==> src/rtl/arb_pkg.sv <==
// Shared definitions for the four-requester arbiter: sizes, FSM states and
// the code-to-one-hot decode used by both the picker and the top level.
package arb_pkg;

  localparam int NREQ    = 4;
  localparam int GCODE_W = 3;

  typedef enum logic {
    IDLE  = 1'b0,
    GRANT = 1'b1
  } state_t;

  // Code 1..4 maps to bit 1..4; code 0 (no owner) and unused codes map to zero.
  function automatic logic [NREQ:1] code_to_onehot(input logic [GCODE_W-1:0] code);
    logic [NREQ:1] oh;
    case (code)
      3'd1:    oh = 4'b0001;
      3'd2:    oh = 4'b0010;
      3'd3:    oh = 4'b0100;
      3'd4:    oh = 4'b1000;
      default: oh = 4'b0000;
    endcase
    return oh;
  endfunction

endpackage

==> src/rtl/rr_pick4.sv <==
// Combinational winner selection: masks out the excluded requester, then
// either rotates the search to begin at 'start' (round-robin) or takes the
// highest set index (fixed priority). Returns code 0 when nothing remains.
module rr_pick4
  import arb_pkg::*;
(
  input  logic [NREQ:1]        req,
  input  logic [GCODE_W-1:0]   start,
  input  logic [GCODE_W-1:0]   exclude,
  input  logic                 rr_en,
  output logic [GCODE_W-1:0]   win
);

  logic [NREQ-1:0] masked;
  logic [1:0]      pos;

  // Priority search; later loop iterations override earlier ones, so the
  // iteration order encodes the priority order.
  always_comb begin
    // NOTE: every variable assigned here gets a default first, otherwise
    // paths that skip an assignment would infer a latch.
    masked = req & ~code_to_onehot(exclude);
    win    = '0;
    pos    = '0;
    if (rr_en) begin
      // Walk offsets from farthest to nearest so the position closest to
      // 'start' (offset 0) is written last and wins. Wrap is 4 -> 1.
      for (int k = NREQ - 1; k >= 0; k--) begin
        pos = 2'(start - 3'd1) + 2'(k);
        if (masked[pos]) win = {1'b0, pos} + 3'd1;
      end
    end else begin
      // Ascending scan: the highest set index is written last and wins.
      for (int i = 0; i < NREQ; i++) begin
        if (masked[i]) win = 3'(i + 1);
      end
    end
  end

endmodule

==> src/rtl/rr_arbiter4.sv <==
// Four-requester arbiter with fixed-priority or round-robin selection,
// grant hold while the owner keeps requesting, and a forced hand-off after
// MAX_HOLD cycles when another requester is waiting. gcode drives the
// downstream resource mux; all outputs are registered.
module rr_arbiter4
  import arb_pkg::*;
#(
  parameter int MAX_HOLD = 8
) (
  input  logic                 clk,
  input  logic                 reset,
  input  logic [NREQ:1]        req,
  input  logic                 rr_en,
  output logic [NREQ:1]        gnt,
  output logic [GCODE_W-1:0]   gcode,
  output logic                 busy,
  output logic                 expire
);

  localparam int              HW       = $clog2(MAX_HOLD + 1);
  localparam logic [HW-1:0]   HOLD_MAX = HW'(MAX_HOLD);

  state_t               state, state_n;
  logic [GCODE_W-1:0]   ptr, ptr_n;
  logic [GCODE_W-1:0]   code_n;
  logic [GCODE_W-1:0]   start;
  logic [GCODE_W-1:0]   win;
  logic [HW-1:0]        hcnt, hcnt_n;
  logic                 expire_n;
  logic [NREQ:1]        own_oh;
  logic                 own_req;
  logic                 others;

  // The owner is always excluded from the pick: on release its request is
  // already low, and on a forced hand-off it must not win again. In IDLE
  // gcode is 0, so nothing is excluded.
  assign own_oh  = code_to_onehot(gcode);
  assign own_req = |(req & own_oh);
  assign others  = |(req & ~own_oh);
  assign start   = (ptr == 3'(NREQ)) ? 3'd1 : ptr + 3'd1;

  rr_pick4 u_pick (
    .req     (req),
    .start   (start),
    .exclude (gcode),
    .rr_en   (rr_en),
    .win     (win)
  );

  // Next-state decision: new grant, forced hand-off, retain, or go idle.
  always_comb begin
    state_n  = state;
    code_n   = gcode;
    ptr_n    = ptr;
    hcnt_n   = hcnt;
    expire_n = 1'b0;
    case (state)
      IDLE: begin
        if (req != '0) begin
          state_n = GRANT;
          code_n  = win;
          ptr_n   = win;
          hcnt_n  = HW'(1);
        end
      end
      GRANT: begin
        if (!own_req) begin
          // Release: hand straight to the next winner, no bubble cycle.
          if (others) begin
            code_n = win;
            ptr_n  = win;
            hcnt_n = HW'(1);
          end else begin
            state_n = IDLE;
            code_n  = '0;
            hcnt_n  = '0;
          end
        end else if (hcnt == HOLD_MAX && others) begin
          // Hold budget spent while someone waits: rotate away from owner.
          code_n   = win;
          ptr_n    = win;
          hcnt_n   = HW'(1);
          expire_n = 1'b1;
        end else if (hcnt != HOLD_MAX) begin
          hcnt_n = hcnt + HW'(1);
        end
      end
      default: begin
        state_n = IDLE;
        code_n  = '0;
        hcnt_n  = '0;
      end
    endcase
  end

  // State, pointer, hold counter and output registers; synchronous reset.
  always_ff @(posedge clk) begin
    // NOTE: sequential state uses non-blocking assignments so every register
    // samples the pre-edge values regardless of statement order.
    if (reset) begin
      state  <= IDLE;
      gcode  <= '0;
      gnt    <= '0;
      busy   <= 1'b0;
      expire <= 1'b0;
      hcnt   <= '0;
      ptr    <= 3'(NREQ);
    end else begin
      state  <= state_n;
      gcode  <= code_n;
      gnt    <= code_to_onehot(code_n);
      busy   <= (code_n != '0);
      expire <= expire_n;
      hcnt   <= hcnt_n;
      ptr    <= ptr_n;
    end
  end

endmodule

==> config.mk <==
export PLATFORM = sky130hd
export DESIGN_NAME = rr_arbiter4
export DESIGN_NICKNAME = d
export VERILOG_FILES = /design/src/rtl/arb_pkg.sv /design/src/rtl/rr_pick4.sv /design/src/rtl/rr_arbiter4.sv
export SDC_FILE = /design/constraint.sdc
export NUM_CORES = 1
export LEC_CHECK = 0
export ABC_AREA = 0
export CAP_MARGIN = 10
export CORE_MARGIN = 2
export CORE_UTILIZATION = 45
export DETAILED_ROUTE_END_ITERATION = 6
export GPL_ROUTABILITY_DRIVEN = 0
export GPL_TIMING_DRIVEN = 0
export MAX_ROUTING_LAYER = met4
export PLACE_DENSITY = 0.73
export SLEW_MARGIN = 40
export SYNTH_ARGS = -nofsm -noshare
export SYNTH_HDL_FRONTEND = slang
export SYNTH_SLANG_ARGS = --single-unit
==> constraint.sdc <==
create_clock -name clk -period 6.1 [get_ports clk]
set_input_delay 1.83 -clock clk [delete_from_list [all_inputs] [get_ports clk]]
set_output_delay 1.83 -clock clk [all_outputs]
set_load 0.01 [all_outputs]
==> metrics.cfg <==
[power]
p_per_area_nw_per_um2=313
power_leakage_uw=0.000556
peakVddDrop_mv=0.168

[detailed_routing]
post_drt_via_cell_ratio=6.30
avgRoutedWirePerCell_um=16.2
firstDrtPassIters=6
drt_iter0_drc=81
drc=1
drt-total-wl_mm=3.35
ant_nets=0
vias=1305

[global_routing]
globalRouteOverflowTotal=0
grt_max_degree=11
antenna_found_initial=0
grt_pass1_wl_mm=5.69
grt_usage_pct=21.9
grt_pass1_vias=1238

[cts]
cts_hold_buf=0
ctsRootBufferMaster=clkbuf_4
insertion_delay_ps=290
numCtsBuffers=3
max-clock-path-buffers=2
clk_pin_slew_ps=100
cts_resized=0
tritoncts=done
cts_sinks=17
htreeDepth=1
post_cts_buffers=0

[floorplan]
dieArea_um2=3440
die_h_um=58.7
rows=19
ios=16
start_util_pct=47.9
core_area_um2=2810
die_w_um=58.7

[layout]
stdcell_count=207
syn2layout_area_growth_pct=14.5
final_nets=190
fin_util_pct=54.9
n_antenna_cell=0
layout-drive-gt1-share_pct=18.8
final_area_um2=1540

[worst_setup_path]
path_max_fanout=6
cp-end-kind=flip-flop
crit_path_top_delay_cell=clkdlybuf4s50_1
crit_arrival_ps=4110
cp.required_ps=6320
cp_top_family=compound AO/OA/AOI/OAI gates
worstPathCellList=clkdlybuf4s50_1 -> mux2_2 -> a2bb2oi_1 -> o21ba_2 -> o21ai_2 -> or3_4 -> or2_4 -> a41oi_2
critPathKind=in2reg
critPathBufInv=1
cpPeakStageDelay_ps=540
cp-start-kind=primary input

[logic_synthesis]
netlist_instances=159
synth-edff-count=0
yosysWarnings=0
synth-seq-cells=17
synth_seq_area_share_pct=25.3
synthesis.nets=172
syn_area_um2=1350
post_synth.cell_area_avg_um2=8.46
async_reset_ff_share_pct=0
ys.flop_type=dfxtp_1
synth_cell_types=64

[placement]
pre_cts_slack_ps=1920
placed_cells=203
place_area_um2=1510
numPortBuffers=13
hpwl_mm=2.57

[timing]
tightest_slew_ps=783
finalHoldViolCount=0
finClkSkew_ps=3.60
fmax_mhz=257
setup_viol=0
fin_crit_sh_pct=63.7
drv_slew=0
grt_setup_unrepaired=false
setup_ws_ps=2210
period_minus_slack_ps=3890
finalSetupTns_ps=0
max_slew_margin_pct=47.3

[job]
drv_cap=0

[status]
status=complete, but fails checks
violations=design-rule violations

[worst_hold_path]
hold_path_class=reg2reg

report_power, final:
group	total [µW]	switching (µW)	internal, µW
combinational	275	154	121
clock	59.8	34.3	25.4
sequential	147	16.2	130
total	482	205	277
final timing paths:
| check | depth (start not counted) | slack [ps] | end | from |
|---|---|---|---|---|
| hold reg to reg | 2 | 540 | ptr[2] | ptr[2] |
| setup / recovery | 8 | 2210 | busy | req[2] |
| setup reg to reg | 9 | 3450 | gnt[1] | ptr[0] |
| hold / removal | 2 | 540 | ptr[2] | ptr[2] |
worst reg2reg max path: stages, from the launching register on:
cell	delay, ps
dfxtp_1	430
inv_1	90
ha_1	240
a21boi_0	650
a2111oi_0	210
o2111ai_1	230
nand4_1	170
a21oi_4	210
o21ai_4	100
nor4b_2	220
stage by stage:
stage	total power (µW)	hold WS, ps
2_1_floorplan	347	456
4_1_cts	483	540
5_1_grt	516	578
6_report	482	536
3_5_place_dp	421	515
3_3_place_gp	412	492
cell families (layout without fill, tap and decap cells):
kind of cell	count (synthesis)	after routing	synth area share [%]
AO/OA/AOI/OAI	50	50	29.9
buffers and inverters	19	36	6.51
AND/OR/NAND/NOR	62	62	28.2
flip-flops	17	17	25.3
multiplexers	3	3	3.26
adder cells (fa/ha/maj)	6	6	5.58
XOR/XNOR	2	2	1.30
sequential cells by signal (all words and copies together) (netlist names):
register	flops
busy	1
expire	1
gcode	3
gnt	4
hcnt	4
ptr	3
state	1
Yosys cell counts (2+ instances only):
cell / n / area [µm²]
nand2_1: 8 / 30.0
buf_2: 4 / 20.0
o21ai_0: 3 / 15.0
nand3_1: 5 / 25.0
a32oi_1: 2 / 17.5
xor2_1: 2 / 17.5
a211oi_1: 5 / 37.5
nor4b_1: 2 / 17.5
nor2_1: 17 / 63.8
inv_1: 10 / 37.5
nand2b_1: 2 / 12.5
a21oi_2: 2 / 17.5
dfxtp_1: 17 / 340
nor4b_2: 2 / 30.0
o21ai_1: 2 / 10.0
clkbuf_1: 3 / 11.3
nand3b_1: 2 / 15.0
ha_1: 6 / 75.1
a21oi_1: 13 / 65.1
nor3_1: 3 / 15.0
nand4_1: 3 / 18.8
nor3b_1: 3 / 22.5
o21a_1: 2 / 15.0
layout by cell type, fill, tap and decap left out, drive strengths merged, types with 4 or more instances in the layout:
master / instances
a211oi: 5
a21oi: 16
buf: 6
clkbuf: 7
clkdlybuf4s50: 13
dfxtp: 17
ha: 6
inv: 10
nand2: 9
nand3: 5
nor2: 17
nor4b: 4
o21ai: 7
routing by layer:
metal	global-route usage (%)	vias up	part of all wire, %
met4	10.4	0	2.8
met3	2.86	13	3.7
met2	33.9	47	49
li1	-	626	-
met5	-	-	0
met1	28.4	619	44
cell type report:
class                      instances  area [µm²]
clock buffer                       4        26.3
tap                               31        38.8
multi-input combinational        123         917
sequential                        17         340
timing repair buffer              13         130
inverter                          10        37.5
fill                             279        1260
buffer                             9        50.0
No activity file was read; power rests on OpenSTA's default activity.
==> RTL edit 1: new RTL, same flow settings <==
The parameter `MAX_HOLD` goes from 8 to 16.
--- a/src/rtl/rr_arbiter4.sv
+++ b/src/rtl/rr_arbiter4.sv
@@ -6,5 +6,5 @@
   import arb_pkg::*;
 #(
-  parameter int MAX_HOLD = 8
+  parameter int MAX_HOLD = 16
 ) (
   input  logic                 clk,
Function: changed (a bounded check fails within 10 cycles, from zero or initial values and one cycle with reset high).
==> RTL edit 1 against the unedited design <==
Clock power up 25%; final area down 8.1%; die area down 10%; combinational power down 46%; routed wire length down 15%; worst setup slack worse by 0.053 ns; critical path type unchanged; register-to-register slack worse by 0.06 ns; worst hold slack worse by 0.013 ns; final cell count down 9.7%; count of clock-buffer cells in the layout unchanged; sequential cell count up 1; area after synthesis down 11%; utilization up 1.7 points; power down 24%.
==> RTL edit 1: results <==
metrics = {
    "placed_design": {
        "hpwl_um": 2110,
        "place_ws_ns": 1.94,
        "placed_cells": 183,
        "portBuffers": 14,
    },
    "worst_setup_path": {
        "crit_path_max_fanout": 8,
        "arrival_ns": 4.15,
        "r2r_setup_slack_ns": 3.39,
    },
    "route": {
        "drt_iter0_drc": 31,
        "wl_um": 2860,
        "via_per_inst": 6.14,
        "dr.pass1.iters": 4,
    },
    "layout": {
        "antenna_cells": 0,
        "fin_nets": 172,
        "fin_cells": 187,
        "drive_gt1_frac": 0.0828,
        "reg_top3": "hcnt x5, gnt x4",
    },
    "clocking": {
        "clk_path_buf_depth": 2,
        "clk_latency_ns": 0.30,
        "post_cts.repair.setup_buffers": 0,
        "cts-root-buf": "clkbuf_4",
        "numCtsBuffers": 3,
        "path_clk_slew_ns": 0.10,
        "post_cts_resized": 0,
        "htree_levels": 1,
    },
    "global_routing": {
        "antenna_found_initial": 0,
        "gr-usage-all-layers": 0.198,
        "grt_pass1_wl_um": 4940,
        "grt_max_degree": 11,
        "grt_pass1_vias": 1105,
    },
    "yosys": {
        "synth.distinct_cells": 51,
        "synth.area.top_cells": "dfxtp_1, ha_1, nor2_1",
        "synthFlopType": "dfxtp_1",
        "synth_common_cells": "nor2_1, dfxtp_1, nand2_1, ha_1",
        "netlist_instances": 139,
        "syn-num-nets": 153,
        "async_flop_share": 0,
        "yosysWarnings": 0,
        "yosysSeqAreaShare": 0.300,
    },
    "sta": {
        "finClkSkew_ns": 0.00278,
        "tightestPinTransition_ns": 0.581,
        "post-route-period-util": 0.646,
    },
    "outcome": {
        "outcome": "finished clean",
    },
    "power_and_ir_drop": {
        "cellLeakagePower_nw": 0.531,
        "peakVddDrop_mv": 0.184,
        "intPower_w": 0.000237,
    },
    "hold_path": {
        "holdCritPathClass": "flop to flop",
    },
}
RTL edit 1: cell types whose count changed after synthesis, sizes merged, moves of 5 or more:
cell / unedited run / this run
o21ai: 7 / 2
o211ai: 0 / 5
buf: 6 / 1
a21oi: 16 / 6
RTL edit 1: worst paths after layout:
check,startpoint,to,cells past startpoint
hold reg to reg,ptr[0],ptr[0],2
setup / recovery,req[3],gnt[3],7
hold / removal,ptr[0],ptr[0],2
setup reg to reg,ptr[0],busy,8
RTL edit 1: final cells by class:
type                       instances  area, um2
clock buffer                       4       36.3
multi-input combinational        111        796
timing repair buffer              14        140
fill                             231       1080
buffer                             4       22.5
sequential                        18        360
inverter                           6       22.5
tap                               30       37.5
RTL edit 1: cell families (layout without fill, tap and decap cells):
group                      count (synthesis)  count (layout)  share of synthesized area
and+or+nand+nor                           62              62                      0.285
AOI/OAI and AO/OA                         35              35                      0.218
DFF                                       18              18                      0.300
buffers and inverters                     10              28                     0.0375
adders and majority gates                  7               7                     0.0729
muxes                                      4               4                     0.0646
xor gates and xnor gates                   3               3                     0.0219
RTL edit 1: per-stage QoR:
step	instance area (um2)	hold WS [ns]
floorplan	1200	0.472
global placement	1380	0.499
detailed placement	1380	0.513
CTS	1420	0.529
global route	1420	0.556
finish	1420	0.522
RTL edit 1: power groups by stage:
stage | registers (W) | logic [W] | clock network [W]
finish | 0.000144 | 0.000148 | 0.0000749
global route | 0.000146 | 0.000163 | 0.0000809
CTS | 0.000144 | 0.000146 | 0.0000756
detailed placement | 0.000146 | 0.000145 | 0
global placement | 0.000145 | 0.000141 | 0
floorplan | 0.000147 | 0.0000978 | 0
RTL edit 1: layer usage:
| metal | vias to the layer above | wire length [um] | GRT usage |
|---|---|---|---|
| met5 | - | 0 | - |
| met4 | 0 | 40 | 0.0732 |
| met3 | 5 | 194 | 0.0186 |
| met2 | 55 | 1320 | 0.325 |
| met1 | 524 | 1300 | 0.253 |
| li1 | 565 | - | - |
RTL edit 1: critical path, stage by stage:
cell	delay, ns
clkdlybuf4s50_1	0.61
a21oi_1	0.14
o32ai_1	0.56
o21ai_0	0.29
nor3_1	0.36
a22oi_2	0.15
and3b_1	0.19
==> RTL edit 2: new RTL, same settings <==
Made on the original files. Make the reset (`reset`) asynchronous in one clocked block. Comments in the files are not updated.
--- a/src/rtl/rr_arbiter4.sv
+++ b/src/rtl/rr_arbiter4.sv
@@ -95,5 +95,5 @@
 
   // State, pointer, hold counter and output registers; synchronous reset.
-  always_ff @(posedge clk) begin
+  always_ff @(posedge clk or posedge reset) begin
     // NOTE: sequential state uses non-blocking assignments so every register
     // samples the pre-edge values regardless of statement order.
Behaviour: differs if reset is asserted again (counterexample within 4 cycles, from zero or initial values and one cycle with reset high); with reset held inactive, the same outputs for 10 cycles.
==> RTL edit 2 against the unedited design <==
Non-clock buffer count did not move; power rose by 62%; routed wire length fell by 5.1%; final area rose by 3.9%; worst setup slack improved by 0.025 ns; sequential cell count did not move; synthesized cell count fell by 3.8%; area after synthesis rose by 3.3%; critical path type unchanged; critical endpoint is now gnt[3]; largest cell class unchanged.
==> RTL edit 2: results <==
metrics = {
    "placed_design": {
        "hpwl_um": 2410,
        "place_area_um2": 1570,
        "portBuffers": 14,
    },
    "yosys": {
        "synth.area.top_cells": "dfrtp_1, ha_1, nand2_1",
        "synthAdderAreaFrac": 0.0541,
        "netlist_instances": 153,
        "synthMuxAreaShare": 0.0387,
        "async_flop_share": 1.00,
        "yosysSeqAreaShare": 0.307,
        "synth.distinct_cells": 58,
        "synth_compound_area_frac": 0.294,
        "synth-xor-area-share": 0,
        "syn-num-nets": 166,
    },
    "global_routing": {
        "use_met1": 0.269,
        "grt_use_met2": 0.334,
        "gr-usage-met3": 0.0328,
        "grt_pass1_wl_um": 5560,
        "grt_pass1_vias": 1200,
        "gr-usage-all-layers": 0.209,
        "grt_max_degree": 18,
    },
    "power_and_ir_drop": {
        "cellLeakagePower_nw": 0.675,
        "peakVddDrop_mv": 0.188,
    },
    "route": {
        "dr.pass1.iters": 4,
        "vias": 1268,
        "drt_iter0_drc": 73,
        "wl_per_cell_um": 15.6,
    },
    "outcome": {
        "outcome": "finished clean",
    },
    "clocking": {
        "htree_levels": 1,
        "path_clk_slew_ns": 0.10,
    },
    "layout": {
        "reg_top3": "gnt x4, hcnt x4",
        "nFillCells": 289,
        "fin_nets": 185,
        "drive_gt1_frac": 0.152,
        "fin_cells": 204,
    },
    "sta": {
        "tightestPinTransition_ns": 0.640,
        "finClkSkew_ns": 0.00582,
    },
    "worst_setup_path": {
        "critPathMaxStageDelay_ns": 0.53,
        "reg2reg_from": "ptr[0]",
        "crit_path_max_fanout": 10,
        "slowest_stage": "clkdlybuf4s50_1",
        "startpoint": "req[2]",
    },
    "hold_path": {
        "worstHoldStart": "hcnt[3]",
    },
}
-- RTL edit 2: cell types whose count changed in the layout (fill, tap and decap cells not counted), sizes merged, moves of 5 or more --
cell,before,now
nor2,17,6
a21oi,16,4
dfxtp,17,0
a211oi,5,0
o21ai,7,14
nand2,9,17
dfrtp,0,16
-- RTL edit 2: final cells by class --
type | count | area (um2) | area share
Tap cell | 33 | 41.3 | 0.0258
Sequential cell | 17 | 427 | 0.267
Clock inverter | 1 | 7.51 | 0.00469
Clock buffer | 3 | 22.5 | 0.0141
Timing Repair Buffer | 14 | 140 | 0.0876
Inverter | 12 | 45.0 | 0.0281
Multi-Input combinational cell | 116 | 872 | 0.545
Buffer | 8 | 45.0 | 0.0281
-- RTL edit 2: final timing paths --
check                          end  slack, ns  depth (start not counted)
setup / recovery            gnt[3]       2.24                          8
hold / removal             hcnt[3]       0.49                          1
setup reg to reg            gnt[3]       3.60                          9
hold reg to reg            hcnt[3]       0.49                          1
max in group asynchronous   ptr[1]       3.79                          2
min in group asynchronous   gnt[3]       1.90                          2
-- RTL edit 2: report_power, final --
group / internal (W) / switching (W) / leakage, nW
logic: 0.000236 / 0.000292 / 0.450
clock network: 0.0000251 / 0.0000384 / 0.0139
registers: 0.000153 / 0.0000355 / 0.211
-- RTL edit 2: cell families after synthesis --
| kind of cell | Yosys count |
|---|---|
| fa+ha+maj | 6 |
| mux | 4 |
| compound gates | 51 |
| buf+inv | 20 |
| flops | 17 |
| simple gates | 55 |
-- RTL edit 2: critical path, delay by kind of cell --
kind / cells / cell delay [ns]
buffers and inverters: 2 / 0.86
AND/OR/NAND/NOR: 2 / 0.27
AO/OA/AOI/OAI: 4 / 1.10
-- RTL edit 2: metal layers --
metal,vias up,wire length (um),share of wire
met5,-,0,0
met4,0,56,0.018
met3,6,142,0.045
met2,33,1540,0.48
met1,623,1440,0.45
li1,606,-,-
-- RTL edit 2: metrics by stage --
step	utilization	worst slack, ns
2_1_floorplan	-	2.81
3_3_place_gp	0.523	1.94
3_5_place_dp	0.523	1.90
4_1_cts	0.533	2.23
5_1_grt	0.533	1.95
6_report	0.533	2.24
